[config.mk]
export PLATFORM = sky130hd
export DESIGN_NAME = mem_arbiter
export DESIGN_NICKNAME = d
export VERILOG_FILES = /design/src/rtl/mem_arb_pkg.sv /design/src/rtl/mem_arb_rr_arb2.sv /design/src/rtl/mem_arbiter.sv
export SDC_FILE = /design/constraint.sdc
export NUM_CORES = 1
export LEC_CHECK = 0
export BUFFER_PORTS_ARGS = -buffer_cell sky130_fd_sc_hd__buf_2
export CORE_ASPECT_RATIO = 1.25
export CORE_MARGIN = 2
export CORE_UTILIZATION = 37
export DETAILED_ROUTE_END_ITERATION = 10
export PLACE_DENSITY = 0.79
export SYNTH_ARGS = -nofsm -noshare
export SYNTH_HDL_FRONTEND = slang
export SYNTH_SLANG_ARGS = --single-unit
[constraint.sdc]
create_clock -name clk -period 1.62 [get_ports clk]
set_clock_uncertainty 0.15 [all_clocks]
set_input_delay 0.162 -clock clk [delete_from_list [all_inputs] [get_ports clk]]
set_output_delay 0.162 -clock clk [all_outputs]
set_load 0.01 [all_outputs]
[src/rtl/mem_arb_pkg.sv]
// Shared definitions for the two-port memory arbiter.
// Holds the sequencer state encoding, requester indices and the
// round-robin pick function used by rr_arb2.
package mem_arb_pkg;

  // Access sequencer states: wait for a request, drive the memory, return data.
  typedef enum logic [1:0] {
    IDLE  = 2'd0,
    ISSUE = 2'd1,
    DONE  = 2'd2
  } state_t;

  // Requester indices into the req/gnt/ack vectors.
  localparam logic REQ_CPU = 1'b0;
  localparam logic REQ_DBG = 1'b1;

  // Two-way round-robin pick: a lone requester always wins; on a tie the
  // requester that did not win last time is chosen. Returns a one-hot grant
  // (or zero when nobody is asking).
  function automatic logic [1:0] rr_pick(input logic [1:0] req,
                                         input logic       last_grant);
    logic [1:0] gnt;
    gnt = req;
    if (req == 2'b11) begin
      gnt = last_grant ? 2'b01 : 2'b10;
    end
    return gnt;
  endfunction

endpackage

[src/rtl/mem_arb_rr_arb2.sv]
// rr_arb2: combinational two-way round-robin picker plus the register that
// remembers which requester was granted last. The last-grant register only
// moves when the caller accepts the grant, so a grant offered while the
// sequencer is busy does not disturb fairness.
module rr_arb2
  import mem_arb_pkg::*;
(
  input  logic       clk,
  input  logic       rst,
  input  logic [1:0] req_i,
  input  logic       accept_i,
  output logic [1:0] gnt_o,
  output logic       last_grant_o
);

  logic last_grant_q;
  logic last_grant_d;

  // Pick the winner from the current requests and the previous winner.
  always_comb begin
    gnt_o = rr_pick(req_i, last_grant_q);
  end

  // Remember the winner only when the grant is actually taken.
  always_comb begin
    last_grant_d = last_grant_q;
    if (accept_i && (gnt_o != 2'b00)) begin
      last_grant_d = gnt_o[REQ_DBG];
    end
  end

  // Out of reset the debug port counts as the last winner, so the CPU wins
  // the first tie.
  always_ff @(posedge clk or posedge rst) begin
    if (rst) begin
      last_grant_q <= REQ_DBG;
    end else begin
      last_grant_q <= last_grant_d;
    end
  end

  assign last_grant_o = last_grant_q;

endmodule

[src/rtl/mem_arbiter.sv]
// mem_arbiter: serialises CPU (port 0) and front-panel debug (port 1)
// accesses onto a single-port synchronous memory. Each access takes three
// cycles: IDLE (grant and register the command), ISSUE (memory samples the
// address, write strobe high for this cycle only), DONE (one-cycle ack, read
// data passed straight through from the memory).
// Optional build macro MEM_ARB_LOCK_EN adds a lock0 input that, while high,
// reserves the memory for the CPU so it can perform read-modify-write
// sequences without the debug port slipping in between.
module mem_arbiter
  import mem_arb_pkg::*;
#(
  parameter int ADDR_WIDTH = 6,
  parameter int DATA_WIDTH = 16
) (
  input  logic                  clk,
  input  logic                  rst,
`ifdef MEM_ARB_LOCK_EN
  input  logic                  lock0,
`endif
  input  logic                  req0,
  input  logic                  we0,
  input  logic [ADDR_WIDTH-1:0] addr0,
  input  logic [DATA_WIDTH-1:0] wdata0,
  output logic                  ack0,
  output logic [DATA_WIDTH-1:0] rdata0,
  input  logic                  req1,
  input  logic                  we1,
  input  logic [ADDR_WIDTH-1:0] addr1,
  input  logic [DATA_WIDTH-1:0] wdata1,
  output logic                  ack1,
  output logic [DATA_WIDTH-1:0] rdata1,
  output logic [ADDR_WIDTH-1:0] mem_addr,
  output logic                  mem_we,
  output logic [DATA_WIDTH-1:0] mem_wdata,
  input  logic [DATA_WIDTH-1:0] mem_rdata,
  output logic                  busy,
  output logic                  owner
);

  state_t                  state_q;
  logic [ADDR_WIDTH-1:0]   mem_addr_q;
  logic                    mem_we_q;
  logic [DATA_WIDTH-1:0]   mem_wdata_q;
  logic [1:0]              ack_q;
  logic                    owner_q;
  logic                    busy_q;

  logic [1:0]              req_vec;
  logic [1:0]              gnt;
  logic                    grant_accept;
  logic                    last_grant;

  // Requests seen by the picker. With the lock feature, a held lock0 hides
  // the debug request entirely so it cannot win even on its turn.
`ifdef MEM_ARB_LOCK_EN
  always_comb begin
    req_vec = {req1 & ~lock0, req0};
  end
`else
  always_comb begin
    req_vec = {req1, req0};
  end
`endif

  // Grants are only taken in IDLE; requests elsewhere are ignored, not queued.
  assign grant_accept = (state_q == IDLE);

  rr_arb2 u_rr_arb2 (
    .clk          (clk),
    .rst          (rst),
    .req_i        (req_vec),
    .accept_i     (grant_accept),
    .gnt_o        (gnt),
    .last_grant_o (last_grant)
  );

  // Access sequencer with registered memory controls, ack and status.
  always_ff @(posedge clk or posedge rst) begin
    if (rst) begin
      state_q     <= IDLE;
      mem_addr_q  <= '0;
      mem_we_q    <= 1'b0;
      mem_wdata_q <= '0;
      ack_q       <= 2'b00;
      owner_q     <= REQ_CPU;
      busy_q      <= 1'b0;
    end else begin
      ack_q <= 2'b00;
      case (state_q)
        IDLE: begin
          if (gnt[REQ_DBG]) begin
            mem_addr_q  <= addr1;
            mem_we_q    <= we1;
            mem_wdata_q <= wdata1;
            owner_q     <= REQ_DBG;
            busy_q      <= 1'b1;
            state_q     <= ISSUE;
          end else if (gnt[REQ_CPU]) begin
            mem_addr_q  <= addr0;
            mem_we_q    <= we0;
            mem_wdata_q <= wdata0;
            owner_q     <= REQ_CPU;
            busy_q      <= 1'b1;
            state_q     <= ISSUE;
          end
        end
        ISSUE: begin
          // The memory samples address/data/strobe at the end of this cycle;
          // drop the strobe so a write lands exactly once.
          mem_we_q       <= 1'b0;
          ack_q[owner_q] <= 1'b1;
          state_q        <= DONE;
        end
        DONE: begin
          busy_q  <= 1'b0;
          state_q <= IDLE;
        end
        default: begin
          mem_we_q <= 1'b0;
          busy_q   <= 1'b0;
          state_q  <= IDLE;
        end
      endcase
    end
  end

  assign mem_addr  = mem_addr_q;
  assign mem_we    = mem_we_q;
  assign mem_wdata = mem_wdata_q;
  assign ack0      = ack_q[REQ_CPU];
  assign ack1      = ack_q[REQ_DBG];
  assign busy      = busy_q;
  assign owner     = owner_q;

  // Read data is routed only to the port being acknowledged; the other port
  // sees zero so stale memory output never leaks across requesters.
  always_comb begin
    rdata0 = ack_q[REQ_CPU] ? mem_rdata : '0;
    rdata1 = ack_q[REQ_DBG] ? mem_rdata : '0;
  end

  // The last-grant value is kept inside the picker; it is not needed here
  // beyond confirming the picker's state is live.
  logic unused_last_grant;
  assign unused_last_grant = last_grant;

endmodule

==> summary.txt, run 1 <==
Setup path
  • Crit-path max cell delay: 0.54 ns
  • CP bufs+invs: 1
  • Crit path max-delay family: multiplexers
  • Max FO, Critical Path: 12
  • Critical path startpoint category: flip-flop
  • Capture point of the worst path: mem_wdata[8]
  • Worst reg2reg path depth: 4
  • Critical Path Most Common Cell: mux2_4
  • Worst flop-to-flop path startpoint: u_rr_arb2.last_grant_o
  • Crit path from: u_rr_arb2.last_grant_o
  • Critical path endpoint category: flip-flop
  • Setup Crit Path Kind: reg2reg
  • Reg-to-reg endpoint: mem_wdata[8]
  • Worst R2R Setup Slack: -0.07 ns
  • Levels on crit path: 4
  • Arrival time at the worst endpoint: 1.70 ns
  • CP Data Required Time: 1.63 ns
  • Critical-path cell list: a21bo_4, buf_12, mux2_4, mux2_4
  • Slowest CP cell: dfstp_2

Detailed routing
  • WL final: 4390 µm
  • Final ANT Viol Nets: 0
  • DRT Pass-1 Iters: 4
  • Vias per cell: 4.62
  • Metal-1 WL: 1640 µm
  • Metal3 WL: between 400 and 500 µm
  • Via count: 1514
  • Top sig layer: met4
  • Met2 Wirelength: 2260 µm
  • Initial DRC count: 14
  • DRC: 0
  • Wire per inst: 13.4 µm

GRT
  • Grt total ovfl: 0
  • Antenna violations before repair: 0
  • Number of global-route vias before repair: 1425
  • Pin count of the biggest net entering global routing: 31
  • Total global-route track usage: 16.0%
  • First-pass GRT wire length: 6400 µm

Timing
  • Fin. Hold Viols: 0
  • Count of final setup violators: 22
  • TNS Setup: -1.09 ns
  • Slew headroom: 73.6%
  • Tcrit/Tclk final: 104%
  • Setup repair after global routing missed its margin: yes
  • Final setup margin: -0.0720 ns
  • Tmin final: 1.69 ns
  • Max Fclk: 591 MHz
  • Worst-margin pin slew: 0.396 ns
  • Max Slew Vio Count: 0

Yosys
  • Largest cells by area after synthesis: dfrtp_1 41%, mux2_4 31%, and2_1 12%
  • Synth top cells by count: 36 x mux2_4, 34 x and2_1, 29 x dfrtp_1
  • Post-Syn Area: 1760 µm²
  • Post-synth top area cell: dfrtp_1
  • Yosys cell types: 19
  • Post-synth ARST share: between 90% and 100%
  • Post-synth EDFFs: 0
  • Sequential area share after synthesis: 42.6%
  • Yosys warning count: 0
  • Synthesized Nets: slightly below 200
  • Most common cell in the synthesized netlist: mux2_4
  • Post-synth top flop: dfrtp_1
  • Top cell type's share of synthesized area: 41.1%
  • Seq cells post-synth: 30
  • Synth Area per Inst: roughly 13 µm²
  • Syn Inst Count: about 130

Power
  • Maximum VDD drop: 0.000863 V
  • Final Power: about 4.2 mW
  • Flop pwr share: 32.9%
  • Comb pwr share: between 50% and 60%
  • Switch Pwr: 1.45 mW
  • Leakage power: 1.51 nW
  • P per Cell Area: 1610 nW/µm²
  • Internal power: 2.79 mW
  • Sw Ratio: between 30% and 40%
  • Clock Power Share: 13.3%

Clock tree
  • CTS clk-pin slew, worst paths: 0.06 ns
  • CTS Buf Count: 5
  • CTS Sinks: 30
  • # H-tree levels: 2
  • Worst-case clock buffer depth: 2
  • Root Driver: clkbuf_8
  • Clock latency at the later pin of the worst-skew pair: 0.28 ns
  • CTS tree: built

Die
  • Die Area: 5340 µm²
  • Die width: between 60 and 70 µm
  • Ports: 125
  • Initial Utilization: 37.9%
  • Placeable Area: 4660 µm²
  • Die height: approximately 80 µm
  • Row cnt: 28

Finish
  • Fraction of layout cells with a size suffix above 1: 69.0%
  • Non-filler cells, final: 328
  • Area Overhead vs Synth: 48.9%
  • # nets final: 334
  • FILL cells: between 400 and 500
  • Ant diodes: 0

Status
  • Status: finished, violations left
  • Failing checks: negative setup slack

Placement
  • Post-DP HPWL: about 3400 µm
  • Placed Cells: 318
  • Buffers added on ports: 124
  • Routability Congestion: 0.757

Hold path
  • Min-delay worst type: in2reg

Job
  • Max Cap Viol: 0
[cell type report]
class	count	area (µm²)	area share (%)
Clock buffer	7	76.3	2.90
Inverter	4	15.0	0.571
Multi-Input combinational cell	91	956	36.4
Sequential cell	30	752	28.6
Tap cell	60	75.1	2.86
Timing Repair Buffer	136	753	28.7
[cells in the final DEF, fill, tap and decap left out]
cell           synthesis  routed
o32ai_1                1       1
a31oi_1                1       1
a21oi_1                1       1
dlygate4sd3_1          0       2
mux2_4                36      43
mux2i_1                1       1
dfrtp_1               29      29
a21bo_4                0       1
clkbuf_8               0       5
and2_1                34      34
clkinv_1               1       1
nor2b_1                2       2
buf_12                 2       3
o21ai_0                4       4
nor2_1                 2       2
buf_4                  2       7
buf_2                  0     124
mux2_2                 8       1
inv_1                  3       3
dfstp_2                1       1
clkbuf_1               2       2
[worst min-delay path, stage by stage]
cell	delay, ns
buf_2	0.12
a21oi_1	0.11
a31oi_1	0.05
[kinds of logic (layout without fill, tap and decap cells)]
group	after synthesis	after routing	share of synthesized area [%]
mux	45	45	36.3
compound gates	8	8	2.84
flops	30	30	42.6
simple gates	38	38	13.2
buf+inv	11	147	5.04
[worst min path at each step]
stage,from,endpoint,slack (ns),depth (start not counted)
global placement,rst,mem_addr[5],0.11,3
floorplan,req0,u_rr_arb2.last_grant_o,0.07,1
finish,req1,u_rr_arb2.last_grant_o,0.03,3
CTS,req1,u_rr_arb2.last_grant_o,0.02,3
detailed placement,rst,mem_addr[5],0.12,3
global route,req1,u_rr_arb2.last_grant_o,0.04,3
[what timing repair did]
action / 4_1_cts / 5_1_grt
buffers inserted: 1 / 0
setup endpoints to repair: 22 / 22
endpoints found under the hold margin: 30 / 0
hold buffers: 2 / 0
gates resized for setup: 5 / 4
[flip-flops by register name, summed over array words and instances, names as in the netlist]
| name | cells |
|---|---|
| mem_addr | 6 |
| busy | 1 |
| u_rr_arb2.last_grant_o | 1 |
| ack_q | 2 |
| mem_we | 1 |
| state_q | 2 |
| mem_wdata | 16 |
| owner | 1 |
[power by group through the flow]
stage                     registers, mW  clock network (mW)  logic (mW)
final                              1.40               0.563        2.28
after global routing               1.46               0.620        2.46
after CTS                          1.40               0.584        2.28
after detailed placement           1.40                   0        2.25
after global placement             1.40                   0        2.20
after floorplan                    1.52                   0        1.28
[metrics by stage]
step	hold WS (ns)	worst slack, ns	instance area (µm²)	util (%)
global route	0.0426	-0.0994	2630	56.4
CTS	0.0153	-0.0713	2610	56.1
finish	0.0254	-0.0720	2630	56.4
detailed placement	0.122	-0.139	2490	53.5
floorplan	0.0749	-0.0800	1760	-
global placement	0.109	-0.104	2490	53.5
[per-layer routing]
| layer | track usage, % | vias to the layer above |
|---|---|---|
| met2 | 29.6 | 94 |
| li1 | - | 717 |
| met3 | 6.23 | 6 |
| met5 | 0 | - |
| met4 | 4.38 | 0 |
| met1 | 16.7 | 697 |
Note: power is estimated with default switching activity, not from simulation.
==> inputs of run 2 (changes only) <==
--- a/config.mk
+++ b/config.mk
@@ -6,7 +6,7 @@
 export NUM_CORES = 1
 export LEC_CHECK = 0
 export BUFFER_PORTS_ARGS = -buffer_cell sky130_fd_sc_hd__buf_2
-export CORE_ASPECT_RATIO = 1.25
+export CORE_ASPECT_RATIO = 2
 export CORE_MARGIN = 2
 export CORE_UTILIZATION = 37
 export DETAILED_ROUTE_END_ITERATION = 10
==> run 2 against run 1 <==
  * The run still ends with negative setup slack left
  * Routed wire length up 3.3%
  * Sequential power about the same
  * Critical path depth unchanged
  * Combinational power up 2%
  * Maximum frequency down 1.5%
  * Clock-buffer cell count down 1
  * Clock power up 12%
  * Flip-flop and latch count unchanged
  * Power up 2.6%
  * Sequential share of layout area down 0.56 points
  * Setup slack worse by 0.026 ns
==> summary.txt, run 2 (synthesis results as in run 1) <==
Timing
  • Tmin final: 1.72 ns
  • Slew headroom: between 70% and 80%
  • Tcrit/Tclk final: 106%
  • TNS Setup: -1.52 ns
  • Max Fclk: 582 MHz
  • Worst-margin pin slew: approximately 0.39 ns
  • Fin. Hold Viols: 0
  • Final setup margin: -0.0983 ns
  • WHS: 0.0257 ns
  • Max Slew Vio Count: 0
  • Count of final setup violators: 22
  • Setup repair after global routing missed its margin: yes

Hold path
  • Min-Delay Path Depth: 3
  • Hold Path Origin: we0
  • Min-delay worst type: in2reg
  • Hold EP: mem_we

Detailed routing
  • DRT Pass-1 Iters: 2
  • Initial DRC count: 3
  • Vias per cell: 4.69
  • Via count: roughly 1500
  • Wire per inst: between 10 and 15 µm
  • WL final: about 4500 µm
  • DRC: 0
  • Final ANT Viol Nets: 0

Finish
  • Fin util: roughly three fifths
  • Reg area: between 700 and 800 µm²
  • Non-Filler Cell Area, Final: between 2000 and 3000 µm²
  • Flip-flop count of the largest register after layout: 16
  • Area Overhead vs Synth: 51.9%
  • Commonest non-fill, non-tap cell in the layout: buf_2
  • # nets final: 339
  • Fraction of layout cells with a size suffix above 1: 70.8%
  • Ant diodes: 0
  • Most frequent cells in the layout: 124 x buf_2, 42 x mux2_4, 34 x and2_1
  • Multi-input gate area: around 960 µm²
  • FILL cells: 436

Setup path
  • Setup Crit Path Kind: reg2reg
  • CP Data Required Time: roughly 1.6 ns
  • Worst reg2reg path depth: 4
  • Critical path startpoint category: flip-flop
  • Reg-to-reg endpoint: mem_addr[2]
  • Worst flop-to-flop path startpoint: u_rr_arb2.last_grant_o
  • Arrival time at the worst endpoint: 1.73 ns
  • Max FO, Critical Path: 4
  • Worst R2R Setup Slack: -0.1 ns
  • Critical path endpoint category: flip-flop

Placement
  • DP Area: between 2000 and 2500 µm²
  • Routability Congestion: ~0.74
  • Post-DP HPWL: around 3400 µm
  • Buffers added on ports: 124

Clock tree
  • CTS clk-pin slew, worst paths: approximately 0.070 ns
  • CTS Buf Count: 5
  • # H-tree levels: 2
  • Clock latency at the later pin of the worst-skew pair: ~0.28 ns
  • CTS tree: built
  • Root Driver: clkbuf_8
  • Worst-case clock buffer depth: 2
  • CTS Sinks: 30

Power
  • Maximum VDD drop: 0.00110 V
  • Final Power: 4.35 mW
  • Leakage power: 1.53 nW
  • P per Cell Area: between 1500 and 2000 nW/µm²

Die
  • Die height: a little over 100 µm
  • Row cnt: 35
  • Ports: 125
  • Die Area: 5370 µm²
  • Initial Utilization: 38.4%
  • Die width: approximately 53 µm
  • Placeable Area: 4600 µm²

Job
  • Max Cap Viol: 0

GRT
  • Antenna violations before repair: 0
  • First-pass GRT wire length: between 6000 and 7000 µm
  • Number of global-route vias before repair: 1515
  • Total global-route track usage: ~18%
  • Grt total ovfl: 0
  • Pin count of the biggest net entering global routing: 18

Status
  • Status: finished, violations left
  • Failing checks: negative setup slack
run 2: cell count changes in the layout (fill, tap and decap cells not counted), sizes merged:
cell / previous run / this run
buf: 134 / 139
clkbuf: 7 / 6
clkinv: 1 / 2
clkinvlp: 0 / 1
run 2: layer usage:
layer | wire, µm | GRT usage (%) | vias to the layer above
li1 | - | - | 727
met1 | 1440 | 16.1 | 707
met2 | 2450 | 33.5 | 99
met3 | 508 | 3.69 | 10
met4 | 130 | 10.5 | 0
met5 | 0 | 0 | -
run 2: worst max-delay path by stage:
| stage | depth (start not counted) | to | startpoint |
|---|---|---|---|
| 6_report | 4 | mem_addr[2] | u_rr_arb2.last_grant_o |
| 3_3_place_gp | 4 | mem_wdata[3] | u_rr_arb2.last_grant_o |
| 2_1_floorplan | 5 | mem_addr[0] | u_rr_arb2.last_grant_o |
| 5_1_grt | 4 | mem_wdata[8] | u_rr_arb2.last_grant_o |
| 4_1_cts | 4 | mem_wdata[6] | u_rr_arb2.last_grant_o |
| 3_5_place_dp | 4 | mem_wdata[6] | u_rr_arb2.last_grant_o |
run 2: report_power, final:
group	switching, mW	internal, mW	total, mW
Clock	0.288	0.341	0.629
Sequential	0.258	1.14	1.40
Combinational	0.959	1.37	2.33
run 2: critical path, cell delays in order (launching register included):
cell,delay [ns]
dfstp_2,0.54
a21bo_4,0.19
buf_4,0.15
mux2_2,0.32
mux2_2,0.25
run 2: layout make-up:
class                   count  area share, %
well taps                  55           2.57
clock inverters             2          0.467
clock buffers               6           3.08
flip-flops and latches     30           28.1
repair buffers            141           29.6
inverters                   4          0.560
multi-input cells          91           35.7
run 2: per-stage QoR:
| step | cells | worst slack, ns |
|---|---|---|
| 3_5_place_dp | 316 | -0.140 |
| 6_report | 329 | -0.0983 |
| 2_1_floorplan | 132 | -0.0800 |
| 3_3_place_gp | 316 | -0.108 |
| 4_1_cts | 329 | -0.103 |
| 5_1_grt | 329 | -0.137 |
run 2: timing repair:
action,4_1_cts,5_1_grt
setup buffers,2,0
hold buffers,2,0
cloned,1,0
gates resized for setup,11,2
endpoints found under the setup margin,22,23
endpoints found under the hold margin,8,0
pin swaps,1,1
==> inputs of run 3 (changes only) <==
--- a/config.mk
+++ b/config.mk
@@ -8,9 +8,9 @@
 export BUFFER_PORTS_ARGS = -buffer_cell sky130_fd_sc_hd__buf_2
 export CORE_ASPECT_RATIO = 2
 export CORE_MARGIN = 2
-export CORE_UTILIZATION = 37
+export CORE_UTILIZATION = 44
 export DETAILED_ROUTE_END_ITERATION = 10
-export PLACE_DENSITY = 0.79
+export PLACE_DENSITY = 0.88
 export SYNTH_ARGS = -nofsm -noshare
 export SYNTH_HDL_FRONTEND = slang
 export SYNTH_SLANG_ARGS = --single-unit
==> constraint.sdc (replaced) <==
create_clock -name clk -period 2.1 [get_ports clk]
set_clock_uncertainty 0.15 [all_clocks]
set_input_delay 0.21 -clock clk [delete_from_list [all_inputs] [get_ports clk]]
set_output_delay 0.21 -clock clk [all_outputs]
set_load 0.01 [all_outputs]
==> run 3 against run 2 <==
  * Die area shrank 15%
  * Clock power is 13% higher
  * Flip-flop and latch count is the same
  * Critical path depth increased by 1
  * The run now ends clean
  * Core utilization increased by 9.4 points
  * First-iteration DRC count rose to 9.3 times the previous value
  * Via count shrank 0.84%
==> summary.txt, run 3 (synthesis results as in run 1) <==
Status
  • Status: finished clean

Die
  • Ports: 125
  • Die width: about 49 µm
  • Die Area: 4560 µm²
  • Initial Utilization: 45.9%
  • Placeable Area: 3840 µm²
  • Row cnt: 32
  • Die height: 93.6 µm

Setup path
  • Worst reg2reg path depth: 5
  • Arrival time at the worst endpoint: 1.94 ns
  • Worst R2R Setup Slack: approximately 0.16 ns
  • Critical path endpoint category: flip-flop
  • Critical path startpoint category: flip-flop
  • Setup Crit Path Kind: reg2reg
  • Worst flop-to-flop path startpoint: state_q[1]
  • Max FO, Critical Path: 9
  • Reg-to-reg endpoint: mem_wdata[7]
  • CP Data Required Time: between 2 and 2.5 ns

GRT
  • Number of global-route vias before repair: 1647
  • Antenna violations before repair: 0
  • First-pass GRT wire length: 7360 µm
  • Grt total ovfl: 0
  • Pin count of the biggest net entering global routing: 31
  • Total global-route track usage: 20.9%

Placement
  • Buffers added on ports: approximately 120
  • Post-DP HPWL: roughly 3700 µm
  • Routability Congestion: 0.813

Clock tree
  • Clock latency at the later pin of the worst-skew pair: around 0.27 ns
  • CTS clk-pin slew, worst paths: about 0.060 ns
  • # H-tree levels: 2
  • Post-CTS Setup Bufs: 0
  • CTS Buf Count: 5
  • Worst-case clock buffer depth: 2
  • CTS Sinks: 30
  • CTS tree: built
  • Post-CTS Resized: 0
  • Root Driver: clkbuf_8

Power
  • Comb pwr share: between 40% and 50%
  • Switch Pwr: 1.14 mW
  • Leakage power: 1.48 nW
  • Flop pwr share: 32.0%
  • Internal power: around 2.3 mW
  • Clock Power Share: around 21%
  • P per Cell Area: roughly 1300 nW/µm²
  • Sw Ratio: 32.7%
  • Maximum VDD drop: 0.00102 V

Detailed routing
  • Final ANT Viol Nets: 0
  • DRC: 0
  • Top sig layer: met4
  • Metal3 WL: 450 µm
  • Met2 Wirelength: 2620 µm
  • Metal-1 WL: 1400 µm
  • Wire per inst: between 10 and 15 µm
  • Initial DRC count: 28
  • WL final: 4500 µm
  • Via count: 1530
  • DRT Pass-1 Iters: 4
  • Vias per cell: 4.86

Timing
  • Fin. Hold Viols: 0
  • TNS Setup: 0 ns
  • Max Fclk: 516 MHz
  • Count of final setup violators: 0
  • Tmin final: 1.94 ns
  • Slew headroom: 73.6%
  • Max Slew Vio Count: 0
  • Worst-margin pin slew: slightly below 0.4 ns
  • Setup repair after global routing missed its margin: no
  • Tcrit/Tclk final: 92.4%

Job
  • Max Cap Viol: 0

Finish
  • Fraction of layout cells with a size suffix above 1: 68.9%
  • Area Overhead vs Synth: 47.4%
  • Multi-input gate area: 923 µm²
  • FILL cells: a little over 300
  • Reg area: between 700 and 800 µm²
  • # nets final: around 330
  • Fin util: 67.6%
  • Flip-flop count of the largest register after layout: 16
  • Most frequent cells in the layout: 124 x buf_2, 36 x mux2_4, 34 x and2_1
  • Commonest non-fill, non-tap cell in the layout: buf_2
  • Ant diodes: 0

Hold path
  • Hold Path Origin: req1
  • Min-Delay Path Depth: 3
  • Hold EP: u_rr_arb2.last_grant_o
  • Min-delay worst type: in2reg
[run 3: changes by cell type in the layout (fill, tap and decap cells not counted), sizes merged]
cell	before	now
clkinvlp	1	0
clkinv	2	1
buf	139	129
bufinv	0	2
[run 3: per-layer routing]
metal / up-vias / GRT usage [%]
met2: 116 / 44.3
met4: 0 / 6.90
met1: 704 / 17.3
met5: - / 0
li1: 706 / -
met3: 4 / 5.59
[run 3: layout make-up]
cell class	instances	area share (%)
Clock buffer	6	3.18
Clock inverter	2	2.31
Inverter	4	0.577
Multi-Input combinational cell	91	35.5
Sequential cell	30	28.9
Tap cell	51	2.45
Timing Repair Buffer	131	27.0
[run 3: critical path: stages, from the launching register on]
cell and delay [ns]:
dfrtp_1 0.42, nor2_1 0.09, o21ai_0 0.15, clkinv_1 0.41, buf_4 0.30, mux2_4 0.29
[run 3: power by group through the flow]
stage	logic, mW	clock network [mW]	registers, mW
after floorplan	0.989	0	1.17
after global placement	1.62	0	1.10
after detailed placement	1.67	0	1.10
after CTS	1.67	0.726	1.11
after global routing	1.77	0.758	1.15
final	1.65	0.712	1.11
[run 3: how the worst max path moves through the flow]
stage	start	endpoint	slack, ns	depth (start not counted)
floorplan	u_rr_arb2.last_grant_o	mem_addr[0]	0.40	5
global placement	req0	mem_wdata[8]	0.26	5
detailed placement	req0	mem_wdata[2]	0.16	5
CTS	state_q[1]	mem_wdata[7]	0.16	5
global route	state_q[1]	mem_wdata[8]	0.08	5
finish	state_q[1]	mem_wdata[7]	0.16	5
[run 3: through the flow]
step                      instances  setup slack (ns)  total power, mW  cell area, µm²  hold slack, ns
after global placement          305             0.263             2.72            2440           0.137
after global routing            315            0.0754             3.68            2600           0.116
final                           315             0.160             3.47            2600           0.101
after CTS                       315             0.160             3.51            2600          0.0788
after detailed placement        305             0.158             2.77            2440           0.149
after floorplan                 132             0.396             2.16            1760           0.123
[run 3: timing repair]
action | in CTS | in global routing
endpoints found under the setup margin | 0 | 0
endpoints found under the hold margin | 30 | 0
hold buffers | 2 | 0
